File: src/rtl/im_sram_loader_pkg.sv
// Shared definitions for the item-memory SRAM loader.
//   - FSM state encoding (IDLE / LOAD / WRITE / DONE)
//   - calc_beats(): input beats needed to fill one SRAM word
//   - cnt_width(): beat counter width (never below 1 bit)
// `HV_DIMENSION and `ceilLog2 normally come from the project const.vh.
// Fallback definitions below keep this slice self-contained when that
// header has not been read first.
`ifndef HV_DIMENSION
`define HV_DIMENSION 256
`endif
`ifndef ceilLog2
`define ceilLog2(x) ($clog2(x))
`endif

package im_loader_pkg;

  typedef logic [1:0] state_t;

  localparam state_t ST_IDLE  = 2'd0;
  localparam state_t ST_LOAD  = 2'd1;
  localparam state_t ST_WRITE = 2'd2;
  localparam state_t ST_DONE  = 2'd3;

  // ceil(fold_w / in_w): a partially used last beat still costs a full beat
  function automatic int calc_beats(input int fold_w, input int in_w);
    return (fold_w + in_w - 1) / in_w;
  endfunction

  function automatic int cnt_width(input int beats);
    return (beats > 1) ? `ceilLog2(beats) : 1;
  endfunction

endpackage

File: src/rtl/im_sram_loader_if.sv
// Stream-in / SRAM-write bus of the item-memory loader.
//   din_valid, din, din_ready : input beat handshake
//   we, im_write_addr, im_din : SRAM write port toward the fusion top
// master: the loader side (consumes beats, drives the SRAM port)
// slave : the environment side (produces beats, observes the SRAM port)
interface im_sram_loader_if #(
  parameter int IN_WIDTH        = 32,
  parameter int FOLD_WIDTH      = `HV_DIMENSION / 4,
  parameter int SRAM_ADDR_WIDTH = 10
);
  logic                       din_valid;
  logic                       din_ready;
  logic [IN_WIDTH-1:0]        din;
  logic                       we;
  logic [SRAM_ADDR_WIDTH-1:0] im_write_addr;
  logic [FOLD_WIDTH-1:0]      im_din;

  modport master (
    input  din_valid, din,
    output din_ready, we, im_write_addr, im_din
  );

  modport slave (
    output din_valid, din,
    input  din_ready, we, im_write_addr, im_din
  );
endinterface

File: src/rtl/im_sram_loader_packer.sv
// im_word_packer: collects IN_WIDTH beats little-endian into one
// FOLD_WIDTH word.
//   clk, rst   : clock, synchronous active-high reset
//   clr        : restart collection at beat 0
//   beat_vld   : a beat is accepted this cycle
//   beat       : beat data
//   word_full  : the accepted beat completes a word (combinational)
//   word       : packed word including the beat accepted this cycle
module im_word_packer
  import im_loader_pkg::*;
#(
  parameter int IN_WIDTH   = 32,
  parameter int FOLD_WIDTH = 64
) (
  input  logic                  clk,
  input  logic                  rst,
  input  logic                  clr,
  input  logic                  beat_vld,
  input  logic [IN_WIDTH-1:0]   beat,
  output logic                  word_full,
  output logic [FOLD_WIDTH-1:0] word
);
  localparam int BEATS  = calc_beats(FOLD_WIDTH, IN_WIDTH);
  localparam int CNT_W  = cnt_width(BEATS);
  localparam int PACK_W = BEATS * IN_WIDTH;

  logic [CNT_W-1:0]  cnt_q, cnt_d;
  logic [PACK_W-1:0] pack_q, pack_d;

  always_comb begin
    cnt_d     = cnt_q;
    pack_d    = pack_q;
    word_full = 1'b0;
    if (clr) begin
      cnt_d = '0;
    end else if (beat_vld) begin
      pack_d[cnt_q*IN_WIDTH +: IN_WIDTH] = beat;
      if (cnt_q == CNT_W'(BEATS - 1)) begin
        word_full = 1'b1;
        cnt_d     = '0;
      end else begin
        cnt_d = cnt_q + CNT_W'(1);
      end
    end
  end

  // Bits of the last beat above FOLD_WIDTH are dropped here.
  assign word = pack_d[FOLD_WIDTH-1:0];

  // Every pack bit is rewritten before word_full, so only the counter resets.
  always_ff @(posedge clk) begin
    if (rst) cnt_q <= '0;
    else     cnt_q <= cnt_d;
    pack_q <= pack_d;
  end
endmodule

File: src/rtl/im_sram_loader.sv
// im_sram_loader: streams item-memory contents into the IM SRAM, one
// FOLD_WIDTH word per BEATS input beats, NUM_WORDS words per load.
//   clk, rst  : clock, synchronous active-high reset
//   start     : one-cycle pulse, begins a full load from IDLE or DONE
//   bus       : im_sram_loader_if.master (beat handshake + SRAM write port)
//   busy      : high while loading or writing
//   load_done : all NUM_WORDS written; held until start or rst
//   checksum  : XOR of beats since last start (only with IM_LOADER_CHECKSUM_EN)
// NUM_WORDS must not exceed 2**SRAM_ADDR_WIDTH.
module im_sram_loader
  import im_loader_pkg::*;
#(
  parameter int NUM_FOLDS       = 4,
  parameter int FOLD_WIDTH      = `HV_DIMENSION / NUM_FOLDS,
  parameter int SRAM_ADDR_WIDTH = 10,
  parameter int IN_WIDTH        = 32,
  parameter int NUM_WORDS       = 856
) (
  input  logic             clk,
  input  logic             rst,
  input  logic             start,
  im_sram_loader_if.master bus,
  output logic             busy,
  output logic             load_done
`ifdef IM_LOADER_CHECKSUM_EN
  ,
  output logic [IN_WIDTH-1:0] checksum
`endif
);
  state_t                     state_q, state_d;
  logic [SRAM_ADDR_WIDTH-1:0] addr_q, addr_d;   // next word to be written
  logic [SRAM_ADDR_WIDTH-1:0] wa_q, wa_d;       // address presented to SRAM
  logic [FOLD_WIDTH-1:0]      im_din_q, im_din_d;

  logic                  accept, start_ok, pk_clr, pk_full;
  logic [FOLD_WIDTH-1:0] pk_word;

  assign accept   = (state_q == ST_LOAD) && bus.din_valid;
  // start is honoured only when no load is in flight
  assign start_ok = start && ((state_q == ST_IDLE) || (state_q == ST_DONE));

  im_word_packer #(
    .IN_WIDTH   (IN_WIDTH),
    .FOLD_WIDTH (FOLD_WIDTH)
  ) u_packer (
    .clk       (clk),
    .rst       (rst),
    .clr       (pk_clr),
    .beat_vld  (accept),
    .beat      (bus.din),
    .word_full (pk_full),
    .word      (pk_word)
  );

  always_comb begin
    state_d  = state_q;
    addr_d   = addr_q;
    wa_d     = wa_q;
    im_din_d = im_din_q;
    pk_clr   = 1'b0;
    case (state_q)
      ST_IDLE, ST_DONE: begin
        if (start_ok) begin
          state_d = ST_LOAD;
          addr_d  = '0;
          pk_clr  = 1'b1;
        end
      end
      ST_LOAD: begin
        // Latch the completed word so the SRAM port holds it after WRITE.
        if (pk_full) begin
          state_d  = ST_WRITE;
          wa_d     = addr_q;
          im_din_d = pk_word;
        end
      end
      ST_WRITE: begin
        if (addr_q == SRAM_ADDR_WIDTH'(NUM_WORDS - 1)) begin
          state_d = ST_DONE;
        end else begin
          state_d = ST_LOAD;
          addr_d  = addr_q + SRAM_ADDR_WIDTH'(1);
          pk_clr  = 1'b1;
        end
      end
      default: state_d = ST_IDLE;
    endcase
  end

  always_ff @(posedge clk) begin
    if (rst) begin
      state_q  <= ST_IDLE;
      addr_q   <= '0;
      wa_q     <= '0;
      im_din_q <= '0;
    end else begin
      state_q  <= state_d;
      addr_q   <= addr_d;
      wa_q     <= wa_d;
      im_din_q <= im_din_d;
    end
  end

  assign bus.din_ready     = (state_q == ST_LOAD);
  assign bus.we            = (state_q == ST_WRITE);
  assign bus.im_write_addr = wa_q;
  assign bus.im_din        = im_din_q;
  assign busy              = (state_q == ST_LOAD) || (state_q == ST_WRITE);
  assign load_done         = (state_q == ST_DONE);

`ifdef IM_LOADER_CHECKSUM_EN
  logic [IN_WIDTH-1:0] cs_q, cs_d;

  always_comb begin
    cs_d = cs_q;
    if (start_ok)    cs_d = '0;
    else if (accept) cs_d = cs_q ^ bus.din;
  end

  always_ff @(posedge clk) begin
    if (rst) cs_q <= '0;
    else     cs_q <= cs_d;
  end

  assign checksum = cs_q;
`endif
endmodule

File: src/flat_wrapper.sv
// flat-port wrapper written by rule: the top's interface ports become plain ports
module im_sram_loader_flat import im_loader_pkg::*;
#(
  parameter int NUM_FOLDS       = 4,
  parameter int FOLD_WIDTH      = `HV_DIMENSION / NUM_FOLDS,
  parameter int SRAM_ADDR_WIDTH = 10,
  parameter int IN_WIDTH        = 32,
  parameter int NUM_WORDS       = 856
)
  (clk, rst, start, busy, load_done, bus_din_valid, bus_din, bus_din_ready, bus_we, bus_im_write_addr, bus_im_din);
  im_sram_loader_if #(.IN_WIDTH(IN_WIDTH), .FOLD_WIDTH(FOLD_WIDTH), .SRAM_ADDR_WIDTH(SRAM_ADDR_WIDTH)) bus_i ();
  input  logic clk;
  input  logic rst;
  input  logic start;
  output logic busy;
  output logic load_done;
  input wire logic [$bits(bus_i.din_valid)-1:0] bus_din_valid;
  input wire logic [$bits(bus_i.din)-1:0] bus_din;
  output wire logic [$bits(bus_i.din_ready)-1:0] bus_din_ready;
  output wire logic [$bits(bus_i.we)-1:0] bus_we;
  output wire logic [$bits(bus_i.im_write_addr)-1:0] bus_im_write_addr;
  output wire logic [$bits(bus_i.im_din)-1:0] bus_im_din;
  assign bus_i.din_valid = bus_din_valid;
  assign bus_i.din = bus_din;
  assign bus_din_ready = bus_i.din_ready;
  assign bus_we = bus_i.we;
  assign bus_im_write_addr = bus_i.im_write_addr;
  assign bus_im_din = bus_i.im_din;
  im_sram_loader #(.NUM_FOLDS(NUM_FOLDS), .FOLD_WIDTH(FOLD_WIDTH), .SRAM_ADDR_WIDTH(SRAM_ADDR_WIDTH), .IN_WIDTH(IN_WIDTH), .NUM_WORDS(NUM_WORDS)) u_core (.clk(clk), .rst(rst), .start(start), .bus(bus_i), .busy(busy), .load_done(load_done));
endmodule
File: config.mk
export PLATFORM = sky130hd
export DESIGN_NAME = im_sram_loader_flat
export DESIGN_NICKNAME = d
export VERILOG_FILES = /design/src/rtl/im_sram_loader_pkg.sv /design/src/rtl/im_sram_loader_if.sv /design/src/rtl/im_sram_loader_packer.sv /design/src/rtl/im_sram_loader.sv /design/src/flat_wrapper.sv
export SDC_FILE = /design/constraint.sdc
export NUM_CORES = 1
export LEC_CHECK = 0
export CORE_MARGIN = 10
export CORE_UTILIZATION = 44
export DETAILED_ROUTE_END_ITERATION = 8
export HOLD_SLACK_MARGIN = 0.05
export MAX_ROUTING_LAYER = met4
export PLACE_DENSITY = 0.75
export REMOVE_ABC_BUFFERS = 1
export SLEW_MARGIN = 20
export SYNTH_ARGS = -nofsm -noshare
export SYNTH_HDL_FRONTEND = slang
export SYNTH_SLANG_ARGS = --single-unit
File: constraint.sdc
create_clock -name clk -period 2.1 [get_ports clk]
set_input_delay 0.42 -clock clk [delete_from_list [all_inputs] [get_ports clk]]
set_output_delay 0.42 -clock clk [all_outputs]
set_load 0.01 [all_outputs]
==> results_dict.tcl <==
set metrics [dict create \
    status "completed" \
    grt_max_degree 58 \
    die_h_um 124 \
    ant_nets 0 \
    slew_headroom_pct 75.3 \
    io_buffers 113 \
    fmax_mhz 488 \
    regToRegSetupSlack_ns 0.05 \
    placed_area_um2 6260 \
    layout-drive-gt1-share_pct 15.9 \
    drv_slew 0 \
    yosysTopAreaCell "dfxtp_1" \
    routed_wl_um 11600 \
    dp_cells 738 \
    required_ns 2.53 \
    grt_use_total_pct 15.0 \
    crit_type "flop to flop" \
    fin_ws_ns 0.0503 \
    first_global_vias 3841 \
    drc 0 \
    p_clk_share_pct 46.3 \
    min_path_type "flop to flop" \
    startpoint "u_core.state_q[0]" \
    syn_avg_cell_area_um2 9.82 \
    cp_cell_sequence "inv_1, ha_4, nor2b_1, or4b_4, or4_1, a21oi_1" \
    gp_congestion 0.801 \
    synthTopCellsByCount "nand2_1, dfxtp_1, mux2i_1" \
    critical_path.slowest_cell "or4b_4" \
    yosysMostFrequentCell "nand2_1" \
    worstHoldPathCells 2 \
    skew_ns 0.0113 \
    dp_slack_ns -0.162 \
    final_cells 770 \
    crit_path_end_kind "flop" \
    n_antenna_cell 0 \
    synth_edf_count 0 \
    switchingPower_mw 1.43 \
    rsz0062_at_grt "no" \
    ys_ff_latch 119 \
    area_growth_pct 43.3 \
    cts_buffers 17 \
    rows 38 \
    dp_hpwl_um 8290 \
    setup_viol 0 \
    path_depth 6 \
    p_int_mw 4.64 \
    io_pins 114 \
    critPathMaxFanout 5 \
    post-route-min-period_ns 2.05 \
    seqPwrFrac_pct 43.4 \
    cp-endpoint "u_core.addr_q[7]" \
    clk_pin_slew_ns 0.06 \
    max-vdd-ir-drop_mv 0.548 \
    dieWidth_um 124 \
    core_um2 10700 \
    ff2ff_path_depth 6 \
    cp_top_family "simple AND/OR/NAND/NOR gates" \
    syn_inst 488 \
    cts_tree "built" \
    cpPeakStageDelay_ns 0.55 \
    htreeDepth 4 \
    finalNetCount 658 \
    dr.first_iter.drc_count 238 \
    worstSetupStartpointType "flop" \
    comb_power_share_pct 10.4 \
    avgRoutedWirePerCell_um 15.0 \
    async_reset_ff_share_pct 0 \
    swShare_pct 23.6 \
    cts_hold_buf 0 \
    cp.buffers_inverters 1 \
    via_count 3828 \
    die_area_um2 15500 \
    clock_sinks 119 \
    ys_seq_area_share_pct 49.7 \
    start_util_pct 44.6 \
    syn-cell-area_um2 4790 \
    cts_buffer_depth 2 \
    ys.flop_type "dfxtp_1" \
    reg2reg_to "u_core.addr_q[7]" \
    reg2reg_from "u_core.state_q[0]" \
    ys_warn_count 0 \
    synth_top_area_share_pct 49.7 \
    fin_area_um2 6870 \
    grt_first_pass_wirelength_um 19200 \
    synthTopCellsByArea "dfxtp_1, mux2i_1, nand2_1, mux2_2, buf_6" \
    worst_pin_slew_ns 0.365 \
    first_pass_iters 4 \
    drv_cap 0 \
    overflow 0 \
    worstPathArrival_ns 2.48 \
    hold_viol 0 \
    vias_per_cell 4.97 \
    synth_cell_types 40 \
    power_density_nw_per_um2 885 \
    root_buffer "clkbuf_8" \
    fin_crit_sh_pct 97.6 \
    total_leakage_power_nw 2.48 \
    antenna_found_initial 0 \
    clkLatencyLatePin_ns 0.50 \
]
## area by class of cell
type / instances / area, µm²
fill: 880 / 3880
sequential: 119 / 2380
multi-input combinational: 332 / 2220
timing repair buffer: 141 / 1480
clock buffer: 19 / 442
tap: 140 / 175
clock inverter: 13 / 145
inverter: 6 / 25.0
## power groups by stage
stage	clock, mW	sequential (mW)	combinational, mW
3_5_place_dp	0	2.68	0.629
5_1_grt	2.97	2.66	0.696
3_3_place_gp	0	2.66	0.598
4_1_cts	2.86	2.63	0.636
6_report	2.81	2.64	0.632
2_1_floorplan	0	2.65	0.392
## worst min-delay path: stages (launching register included)
cell     delay [ns]
dfxtp_1        0.30
nand2_1        0.05
mux2i_1        0.05
## metal layers
metal	routed length (µm)	track usage [%]
met5	0	-
met2	5400	22.9
met1	5460	18.5
met3	597	4.81
met4	128	4.93
## layout by cell type, fill, tap and decap left out, types with 4 or more instances in the layout
cell type / count
nand3_1: 6
clkbuf_16: 16
buf_4: 17
buf_12: 11
nor2_1: 4
nand2_1: 155
mux2_2: 31
clkdlybuf4s50_1: 109
dfxtp_1: 118
o21ai_0: 6
ha_1: 4
mux2i_1: 74
inv_1: 5
a21oi_1: 10
nand4_1: 4
or3_1: 5
## per-stage QoR
step | TNS, ns | hold WS (ns) | power [mW] | util, %
floorplan | -367.25 | 0.434 | 3.05 | -
global placement | -2.53 | 0.440 | 3.26 | 58.3
detailed placement | -4.45 | 0.447 | 3.31 | 58.3
CTS | 0 | 0.457 | 6.13 | 63.8
global route | 0 | 0.474 | 6.33 | 63.9
finish | 0 | 0.453 | 6.08 | 63.9
## sequential cells by signal (all words and copies together), names as in the netlist
name / flops
u_core.state_q: 2
u_core.u_packer.pack_q: 32
u_core.bus.im_write_addr: 10
u_core.u_packer.cnt_q: 1
u_core.addr_q: 10
u_core.bus.im_din: 64
## worst min path at each step
stage	to	startpoint	slack (ns)
finish	u_core.bus.im_din[1]	u_core.u_packer.pack_q[1]	0.45
global route	u_core.bus.im_write_addr[5]	u_core.bus.im_write_addr[5]	0.47
CTS	u_core.bus.im_din[1]	u_core.u_packer.pack_q[1]	0.46
detailed placement	u_core.bus.im_din[27]	u_core.bus.im_din[27]	0.45
global placement	u_core.bus.im_din[3]	u_core.u_packer.pack_q[3]	0.44
floorplan	u_core.bus.im_din[23]	u_core.u_packer.pack_q[23]	0.43
## cells by family (layout without fill, tap and decap cells)
| kind of cell | Yosys count | count (layout) | synth area share, % |
|---|---|---|---|
| flops | 119 | 119 | 49.7 |
| simple gates | 189 | 189 | 17.0 |
| xor+xnor | 2 | 2 | 0.366 |
| mux | 106 | 106 | 23.0 |
| buf+inv | 37 | 179 | 4.65 |
| fa+ha+maj | 5 | 5 | 1.31 |
| compound gates | 30 | 30 | 4.02 |
## what timing repair did
item,CTS,global route
pin swaps,0,2
gates resized for setup,5,3
setup endpoints to repair,4,19
buffers inserted,0,0
No activity file was read; power rests on OpenSTA's default activity.
